### config.mk
export PLATFORM = sky130hd
export DESIGN_NAME = bin_to_bcd_seq_flat
export DESIGN_NICKNAME = d
export VERILOG_FILES = /design/src/rtl/seg_pkg.sv /design/src/rtl/bin_to_bcd_seq_if.sv /design/src/rtl/bin_to_bcd_seq_bcd_add3.sv /design/src/rtl/bin_to_bcd_seq.sv /design/src/flat_wrapper.sv
export SDC_FILE = /design/constraint.sdc
export NUM_CORES = 1
export LEC_CHECK = 0
export ABC_AREA = 1
export CAP_MARGIN = 10
export CORE_ASPECT_RATIO = 0.6
export CORE_MARGIN = 3
export CORE_UTILIZATION = 48
export CTS_CLUSTER_DIAMETER = 50
export DETAILED_ROUTE_END_ITERATION = 12
export GPL_TIMING_DRIVEN = 0
export PLACE_DENSITY = 0.74
export SLEW_MARGIN = 40
export SYNTH_ARGS = -nofsm -noshare
export SYNTH_HDL_FRONTEND = slang
export SYNTH_SLANG_ARGS = --single-unit
### constraint.sdc
create_clock -name i_clk -period 1.5 [get_ports i_clk]
set_input_delay 0.45 -clock i_clk [delete_from_list [all_inputs] [get_ports i_clk]]
set_output_delay 0.45 -clock i_clk [all_outputs]
set_load 0.005 [all_outputs]
### src/rtl/seg_pkg.sv
// Shared definitions for the binary-to-BCD converter and the seven-segment path:
// FSM state encoding and the special BCD digit codes.
package seg_pkg;

   // Converter FSM states
   typedef enum logic [1:0] {
      ST_IDLE  = 2'd0,
      ST_SHIFT = 2'd1,
      ST_DONE  = 2'd2
   } state_e;

   // Non-decimal code the display decoder renders as a blank digit
   localparam logic [3:0] BCD_BLANK = 4'hF;
   // Digit value used to saturate the display on overflow
   localparam logic [3:0] BCD_NINE  = 4'h9;
   // Digits at or above this value get +3 before each shift
   localparam logic [3:0] ADD3_MIN  = 4'd5;

endpackage : seg_pkg

### src/rtl/bin_to_bcd_seq_if.sv
// Handshake and result bundle between the measurement logic (master) and the
// binary-to-BCD converter (slave).
interface bin_to_bcd_seq_if #(
   parameter int BIN_W  = 8,
   parameter int DIGITS = 3
);
   logic                  i_valid;
   logic                  o_ready;
   logic [BIN_W-1:0]      i_bin;
   logic [4*DIGITS-1:0]   o_bcd;
   logic                  o_valid;
   logic                  o_overflow;
   logic                  o_busy;

   modport master (
      output i_valid, i_bin,
      input  o_ready, o_bcd, o_valid, o_overflow, o_busy
   );

   modport slave (
      input  i_valid, i_bin,
      output o_ready, o_bcd, o_valid, o_overflow, o_busy
   );
endinterface : bin_to_bcd_seq_if

### src/rtl/bin_to_bcd_seq_bcd_add3.sv
// Single-digit correction step of the shift-and-add-3 algorithm:
// a digit of 5 or more gets +3 so the following left shift carries correctly.
module bcd_add3
   import seg_pkg::*;
(
   input  logic [3:0] i_digit,
   output logic [3:0] o_digit
);

   assign o_digit = (i_digit >= ADD3_MIN) ? (i_digit + 4'd3) : i_digit;

endmodule : bcd_add3

### src/rtl/bin_to_bcd_seq.sv
// Sequential binary-to-BCD converter, one input bit per clock (shift-and-add-3).
// A word is accepted in IDLE, shifted through BIN_W SHIFT cycles, and the packed
// result (ones digit in [3:0]) is written once at the last shift edge and held.
// Optional build macro BIN_TO_BCD_BLANK_EN: leading zero digits of a non-overflow
// result are replaced by the blank code so the display suppresses them.
module bin_to_bcd_seq
   import seg_pkg::*;
#(
   parameter int BIN_W  = 8,
   parameter int DIGITS = 3
) (
   input  logic             i_clk,
   input  logic             i_rst_n,
   bin_to_bcd_seq_if.slave  bus
);

   localparam int BCD_W = 4 * DIGITS;
   localparam int CNT_W = $clog2(BIN_W + 1);
   localparam logic [CNT_W-1:0] LAST_CNT = CNT_W'(BIN_W - 1);

   state_e             state_q, state_d;
   logic [BIN_W-1:0]   bin_q, bin_d;
   logic [BCD_W-1:0]   work_q, work_d;
   logic               ovf_q, ovf_d;
   logic [CNT_W-1:0]   cnt_q, cnt_d;
   logic [BCD_W-1:0]   bcd_q, bcd_d;
   logic               valid_q, valid_d;
   logic               ovf_out_q, ovf_out_d;

   logic [BCD_W-1:0]   corr;
   logic [BCD_W-1:0]   shifted;
   logic [BIN_W-1:0]   bin_shifted;
   logic               carry_out;
   logic               ovf_final;
   logic [BCD_W-1:0]   blanked;
   logic [BCD_W-1:0]   result;

   // One correction unit per work digit; all digits are corrected before the shift
   generate
      for (genvar gi = 0; gi < DIGITS; gi++) begin : g_add3
         bcd_add3 u_add3 (
            .i_digit (work_q[4*gi +: 4]),
            .o_digit (corr[4*gi +: 4])
         );
      end
   endgenerate

   // Whole {bcd,bin} register moves left one place; the bit leaving the top digit
   // means the value no longer fits in DIGITS decimal digits
   assign {carry_out, shifted, bin_shifted} = {corr, bin_q, 1'b0};
   assign ovf_final = ovf_q | carry_out;

`ifdef BIN_TO_BCD_BLANK_EN
   // Blank zero digits from the top down, stopping at the first non-zero digit;
   // digit 0 is never blanked so a value of zero still shows a single '0'
   always_comb begin
      logic lead;
      blanked = shifted;
      lead    = 1'b1;
      for (int i = DIGITS - 1; i >= 1; i--) begin
         if (lead && (shifted[4*i +: 4] == 4'd0)) begin
            blanked[4*i +: 4] = BCD_BLANK;
         end else begin
            lead = 1'b0;
         end
      end
   end
`else
   assign blanked = shifted;
`endif

   // Overflow saturates to all nines and bypasses blanking
   assign result = ovf_final ? {DIGITS{BCD_NINE}} : blanked;

   // Next-state logic: FSM, bit counter, work registers and held outputs
   always_comb begin
      state_d   = state_q;
      bin_d     = bin_q;
      work_d    = work_q;
      ovf_d     = ovf_q;
      cnt_d     = cnt_q;
      bcd_d     = bcd_q;
      ovf_out_d = ovf_out_q;
      valid_d   = 1'b0;
      case (state_q)
         ST_IDLE: begin
            // o_ready is high in IDLE, so i_valid alone marks the accept edge
            if (bus.i_valid) begin
               bin_d   = bus.i_bin;
               work_d  = '0;
               ovf_d   = 1'b0;
               cnt_d   = '0;
               state_d = ST_SHIFT;
            end
         end
         ST_SHIFT: begin
            bin_d  = bin_shifted;
            work_d = shifted;
            ovf_d  = ovf_final;
            cnt_d  = cnt_q + CNT_W'(1);
            if (cnt_q == LAST_CNT) begin
               bcd_d     = result;
               ovf_out_d = ovf_final;
               valid_d   = 1'b1;
               state_d   = ST_DONE;
            end
         end
         ST_DONE: begin
            state_d = ST_IDLE;
         end
         default: begin
            state_d = ST_IDLE;
         end
      endcase
   end

   // State and output registers; reset discards any conversion in flight
   always_ff @(posedge i_clk) begin
      if (!i_rst_n) begin
         state_q   <= ST_IDLE;
         bin_q     <= '0;
         work_q    <= '0;
         ovf_q     <= 1'b0;
         cnt_q     <= '0;
         bcd_q     <= '0;
         valid_q   <= 1'b0;
         ovf_out_q <= 1'b0;
      end else begin
         state_q   <= state_d;
         bin_q     <= bin_d;
         work_q    <= work_d;
         ovf_q     <= ovf_d;
         cnt_q     <= cnt_d;
         bcd_q     <= bcd_d;
         valid_q   <= valid_d;
         ovf_out_q <= ovf_out_d;
      end
   end

   assign bus.o_ready    = (state_q == ST_IDLE);
   assign bus.o_busy     = (state_q != ST_IDLE);
   assign bus.o_bcd      = bcd_q;
   assign bus.o_valid    = valid_q;
   assign bus.o_overflow = ovf_out_q;

endmodule : bin_to_bcd_seq

### src/flat_wrapper.sv
// flat-port wrapper written by rule: the top's interface ports become plain ports
module bin_to_bcd_seq_flat import seg_pkg::*;
#(
   parameter int BIN_W  = 8,
   parameter int DIGITS = 3
)
  (i_clk, i_rst_n, bus_i_valid, bus_i_bin, bus_o_ready, bus_o_bcd, bus_o_valid, bus_o_overflow, bus_o_busy);
  bin_to_bcd_seq_if #(.BIN_W(BIN_W), .DIGITS(DIGITS)) bus_i ();
  input  logic i_clk;
  input  logic i_rst_n;
  input wire logic [$bits(bus_i.i_valid)-1:0] bus_i_valid;
  input wire logic [$bits(bus_i.i_bin)-1:0] bus_i_bin;
  output wire logic [$bits(bus_i.o_ready)-1:0] bus_o_ready;
  output wire logic [$bits(bus_i.o_bcd)-1:0] bus_o_bcd;
  output wire logic [$bits(bus_i.o_valid)-1:0] bus_o_valid;
  output wire logic [$bits(bus_i.o_overflow)-1:0] bus_o_overflow;
  output wire logic [$bits(bus_i.o_busy)-1:0] bus_o_busy;
  assign bus_i.i_valid = bus_i_valid;
  assign bus_i.i_bin = bus_i_bin;
  assign bus_o_ready = bus_i.o_ready;
  assign bus_o_bcd = bus_i.o_bcd;
  assign bus_o_valid = bus_i.o_valid;
  assign bus_o_overflow = bus_i.o_overflow;
  assign bus_o_busy = bus_i.o_busy;
  bin_to_bcd_seq #(.BIN_W(BIN_W), .DIGITS(DIGITS)) u_core (.i_clk(i_clk), .i_rst_n(i_rst_n), .bus(bus_i));
endmodule
* Word level (Yosys, flattened, before mapping)
Cells that the tools add are included.
** Word-level totals
- Bits in registers :: 41
- Latch bits :: 0
- RAM bits :: 0
- Memory bits (read-only) :: 0
- Output and inout port bits :: 16
- Logic and storage cells :: 43
- Memories :: 0
** Operators by class
- Add/subtract/negate cells :: 4
- Multiply operators :: 0
- Div/mod/pow operators :: 0
- Magnitude comparators :: 3
- Eq/ne operators :: 4
- Shifts and indexed selects :: 0
- Muxes and demuxes :: 16
- Bitwise logic cells :: 1
- Reductions and logical operators :: 7
** Operators with widths (count)
- 12-bit 2-to-1 mux :: 2
- 12-bit one-hot mux with 2 select lines :: 1
- 4-bit 2-to-1 mux :: 4
- 8-bit one-hot mux with 2 select lines :: 1
- 4-bit by 2-bit adder with 4-bit output, second input constant :: 3
- 4-bit by 3-bit >= comparator with 1-bit output, second input constant :: 3
- 8-bit 2-to-1 mux :: 1
- 4-bit one-hot mux with 2 select lines :: 1
- 2-bit AND reduction :: 4
- 4-bit by 1-bit adder with 4-bit output, second input constant :: 1
- 4-bit by 3-bit equality test with 1-bit output, second input constant :: 1
- 2-bit 2-to-1 mux :: 2
- 2-bit one-hot mux with 2 select lines :: 1
- 2-bit nonzero test :: 2
- 2-bit by 1-bit equality test with 1-bit output, second input constant :: 1
- 2-bit logical NOT :: 1
- 1-bit 2-to-1 mux :: 2
- 2-bit by 1-bit != test with 1-bit output, second input constant :: 1
- 2-bit != test, second input constant :: 1
- 1-bit one-hot mux with 2 select lines :: 1
- 1-bit bitwise OR :: 1

* Depth between registers and ports, before layout
- Depth after elaboration :: 4
- Depth in mapped cells :: 11
- Mapped depth without buffers :: 11

* By module
From an unflattened synthesis, not the netlist that was laid out.
** Unflattened totals
- Cells, all modules :: 314
- Area total of the unflattened synthesis :: 2150.8 um^2
** Modules (own cells, without submodules)
- bin_to_bcd_seq :: instances 1, cells an instance 245, area an instance 1745.4 um^2
- bcd_add3 :: instances 3, cells an instance 23, area an instance 135.1 um^2

* Worst setup path before layout
Ideal clock, no wire load.
- Path kind :: register -> register
- Start point :: register u_core.work_q[8]
- End point :: register u_core.bcd_q[1], in the netlist u_core.bus.o_bcd[1]
- Setup time :: 132 ps
- Data arrival time :: 1255 ps
- Required time :: 1368 ps
- Slack :: 112 ps
- Cell stages (with the launch flop) :: 12
- Buffers on the path :: 1
- Cell sequence :: dfxtp_1 -> inv_1 -> ha_1 -> inv_1 -> nand2_1 -> nand2_1 -> nand2_1 -> nor2_1 -> nor2_2 -> buf_6 -> nand3_2 -> a21oi_1
** Between the ends
- Longest elaborated chain between the ends :: 4
** RTL lines
- start, declared :: line bin_to_bcd_seq.sv:23 : logic [BCD_W-1:0] work_q, work_d;
- start signal, assigned :: line bin_to_bcd_seq.sv:131 : work_q <= work_d;
- 4-bit by 2-bit adder with 4-bit output or 4-bit by 3-bit >= comparator with 1-bit output (tied branches) :: line bin_to_bcd_seq_bcd_add3.sv:10 : assign o_digit = (i_digit >= ADD3_MIN) ? (i_digit + 4'd3) : i_digit;
- 4-bit 2-to-1 mux * :: line bin_to_bcd_seq_bcd_add3.sv:10
- 1-bit bitwise OR * :: line bin_to_bcd_seq.sv:51 : assign ovf_final = ovf_q | carry_out;
- 12-bit 2-to-1 mux * :: line bin_to_bcd_seq.sv:73 : assign result = ovf_final ? {DIGITS{BCD_NINE}} : blanked;
- end signal, assigned :: line bin_to_bcd_seq.sv:125 : bcd_q <= '0;
- end signal, assigned :: line bin_to_bcd_seq.sv:134 : bcd_q <= bcd_d;
- end, declared :: line bin_to_bcd_seq.sv:26 : logic [BCD_W-1:0] bcd_q, bcd_d;
Every way passes the cells marked *; elsewhere a longest branch is shown, timed or not.
A chain may end at the register's enable or synchronous reset.

* Worst setup path in the final report
- Start point :: register u_core.state_q[0]
- End point :: output bus_o_busy
** Between the ends
- Longest elaborated chain between the ends :: 1
** RTL lines
- start, declared :: line bin_to_bcd_seq.sv:21 : state_e state_q, state_d;
- start signal, assigned :: line bin_to_bcd_seq.sv:129 : state_q <= state_d;
- 2-bit nonzero test :: line bin_to_bcd_seq.sv:141 : assign bus.o_busy = (state_q != ST_IDLE);
- end, declared :: line flat_wrapper.sv:17 : output wire logic [$bits(bus_i.o_busy)-1:0] bus_o_busy;
No other way between the ends.

==> impl_results.md <==
* Status: completed
* Syn_nets at 287
* Final setup margin at ~0.048 ns
* Hold slack final at between 0.4 and 0.5 ns
* Slew Limit Fails at 0
* GPL Wtd Cong at 0.971
* Share of layout cells above drive strength 1 at 0.190
* EDFF count, synth at 0
* Power per Cell Area at ~800 mW/mm^2
* CP Max Fanout at 2
* Via Count at ~1,800
* Hold_buf cts at 0
* Hold Violations, Final at 0
* Fraction of registers with async set/reset at 0
* Sink Count at 41
* Nets@finish at about 330
* Max VDD drop at ~480 uV
* TritonCTS clock tree: done
* Wirelength, routed at ~4.8 mm
* ANT nets after route at 0
* Vias per cell at 5.06
* Initial antenna violation count at 0
* Setup TNS at 0 ns
* IO Count at 27
* Max-cap violations at 0
* Largest net degree at the start of global routing at 12
* Endpoints failing setup at 0
* Synth top area cells: dfxtp_1, nand2_1, a21oi_1
* Drt pass-1 iters at 4
* Clock latency on the worst-skew pair at 0.30 ns
* DRC marker count from the first detailed-route iteration at between 90 and 100
* Primary FF master, synth: dfxtp_1
* Area of placed instances at about 0.0023 mm^2
* Mean post-synth cell area at between 7 and 8 um^2
* Crit share post-route at 0.968
* Clock buffers created by TritonCTS at 5
* Port-buffer cells at 26
* Number of global-route vias before repair at 1,615
* DRC viols at 0
* Cells after synthesis at around 270
* Final min period at ~1.5 ns
* Worst-path clk slew at around 0.08 ns
* Slew headroom at 0.612
* Leak at approximately 0.0011 uW
* Most frequent cells in the layout: nand2_1, dfxtp_1, inv_1
* Post-synth top area cell: dfxtp_1
* Crit. End Element: primary output
* Setup Slack @ Placement at -0.574 ns
* Row count at 17
* HPWL Detailed at about 3.2 mm
* Die Height at 55.4 um
* Post-synth cell types at 25
* Worst slew pin tran at a little under 0.6 ns
* CP arrival at 1.00 ns
* Netlist Area Pre-Place at 0.00195 mm^2
* WL per Instance at about 13 um
* Skew final at just under 0.01 ns
* Clock root cell: clkbuf_8
* # diodes at 0
* Grt ovf at 0
* FMAX at a little under 700 MHz
* WS Path Type: register to primary output
* Ys Warns at 0
* CTS H-tree lvls at 2
* Worst Hold Class: register to register
* Clock Path Buffers at 2
* Area grow syn2layout at 26.9%
* Final non-filler cell area at about 0.0025 mm^2
* Most common cell after layout, fill and taps aside: nand2_1
* Die Area at roughly 0.0049 mm^2
* First-pass GRT wire length at 7.73 mm
* #FFs+latches synth at 41
* Setup crit start kind: register
* Seq/Total Area, Yosys at 0.421
* Design Power at 1990 uW
* Die width at between 80 and 90 um
* Initial Utilization at 0.515
* GRT Total Usage at 0.204
* Yosys top cell area share at 0.421
* CORE AREA at around 0.0038 mm^2
* WP data required at 1.05 ns
## layout make-up
type	count	area, um^2
sequential	41	841
buffer	11	77.6
clock buffer	8	80.1
inverter	34	133
fill	332	1310
timing repair buffer	33	297
tap	47	58.8
multi-input combinational	183	988
## state kept, by name, indices dropped and copies added (netlist names)
name,count
u_core.cnt_q,4
u_core.bus.o_overflow,1
u_core.ovf_q,1
u_core.bin_q,8
u_core.bus.o_valid,1
u_core.work_q,12
u_core.bus.o_bcd,12
u_core.state_q,2
## through the flow
step           cells   util
3_3_place_gp     342  0.599
5_1_grt          357  0.654
3_5_place_dp     342  0.599
4_1_cts          355  0.630
6_report         357  0.654
2_1_floorplan    269      -
## cells by family (layout without fill, tap and decap cells)
| group | count (synthesis) | count (layout) | share of synthesized area |
|---|---|---|---|
| AND/OR/NAND/NOR | 121 | 121 | 0.279 |
| AO/OA/AOI/OAI | 55 | 55 | 0.153 |
| adder cells (fa/ha/maj) | 7 | 7 | 0.0449 |
| flip-flops | 41 | 41 | 0.421 |
| buffers and inverters | 45 | 86 | 0.103 |
## worst max-delay path, stage by stage (launching register included)
cell and delay (ns):
dfxtp_4 0.36, nor2_4 0.11, inv_1 0.04, clkdlybuf4s15_1 0.19
## Yosys cell counts (2+ instances only)
| cell | instances |
|---|---|
| clkbuf_1 | 5 |
| dfxtp_1 | 41 |
| nand3_2 | 5 |
| ha_1 | 7 |
| o21ai_1 | 2 |
| buf_6 | 3 |
| buf_4 | 2 |
| a21oi_1 | 26 |
| nor2_1 | 10 |
| o21ai_0 | 13 |
| inv_1 | 30 |
| inv_2 | 4 |
| a31oi_1 | 9 |
| nand4_1 | 8 |
| nand2_1 | 85 |
| a22oi_1 | 2 |
| nand3_1 | 9 |
## per-layer routing
metal	wire length, um	track usage	share of wire	vias up
li1	-	-	-	951
met1	2510	0.311	0.52	808
met2	1990	0.277	0.41	39
met3	243	0.0447	0.050	8
met4	70	0.0754	0.015	0
met5	0	0	0	-
## report_power, final
group	total (uW)	internal [uW]	leakage (uW)	switching (uW)
Sequential	1120	1100	0.000338	13.7
Combinational	156	64.4	0.000753	91.5
Clock	717	331	0.0000395	386
## final timing paths
kind	startpoint	endpoint	slack, ns	cells after the start
min	u_core.bus.o_bcd[9]	u_core.bus.o_bcd[9]	0.46	2
max	u_core.state_q[0]	bus_o_busy	0.05	3
max reg2reg	u_core.work_q[8]	u_core.bus.o_bcd[2]	0.05	11
min reg2reg	u_core.bus.o_bcd[9]	u_core.bus.o_bcd[9]	0.46	2
## what timing repair did
action / CTS / global route
pin swaps: 2 / 8
resized for setup: 30 / 30
endpoints found under the setup margin: 37 / 37
setup buffers: 4 / 2
gates cloned: 1 / 0
(Power assumes the default switching activity.)
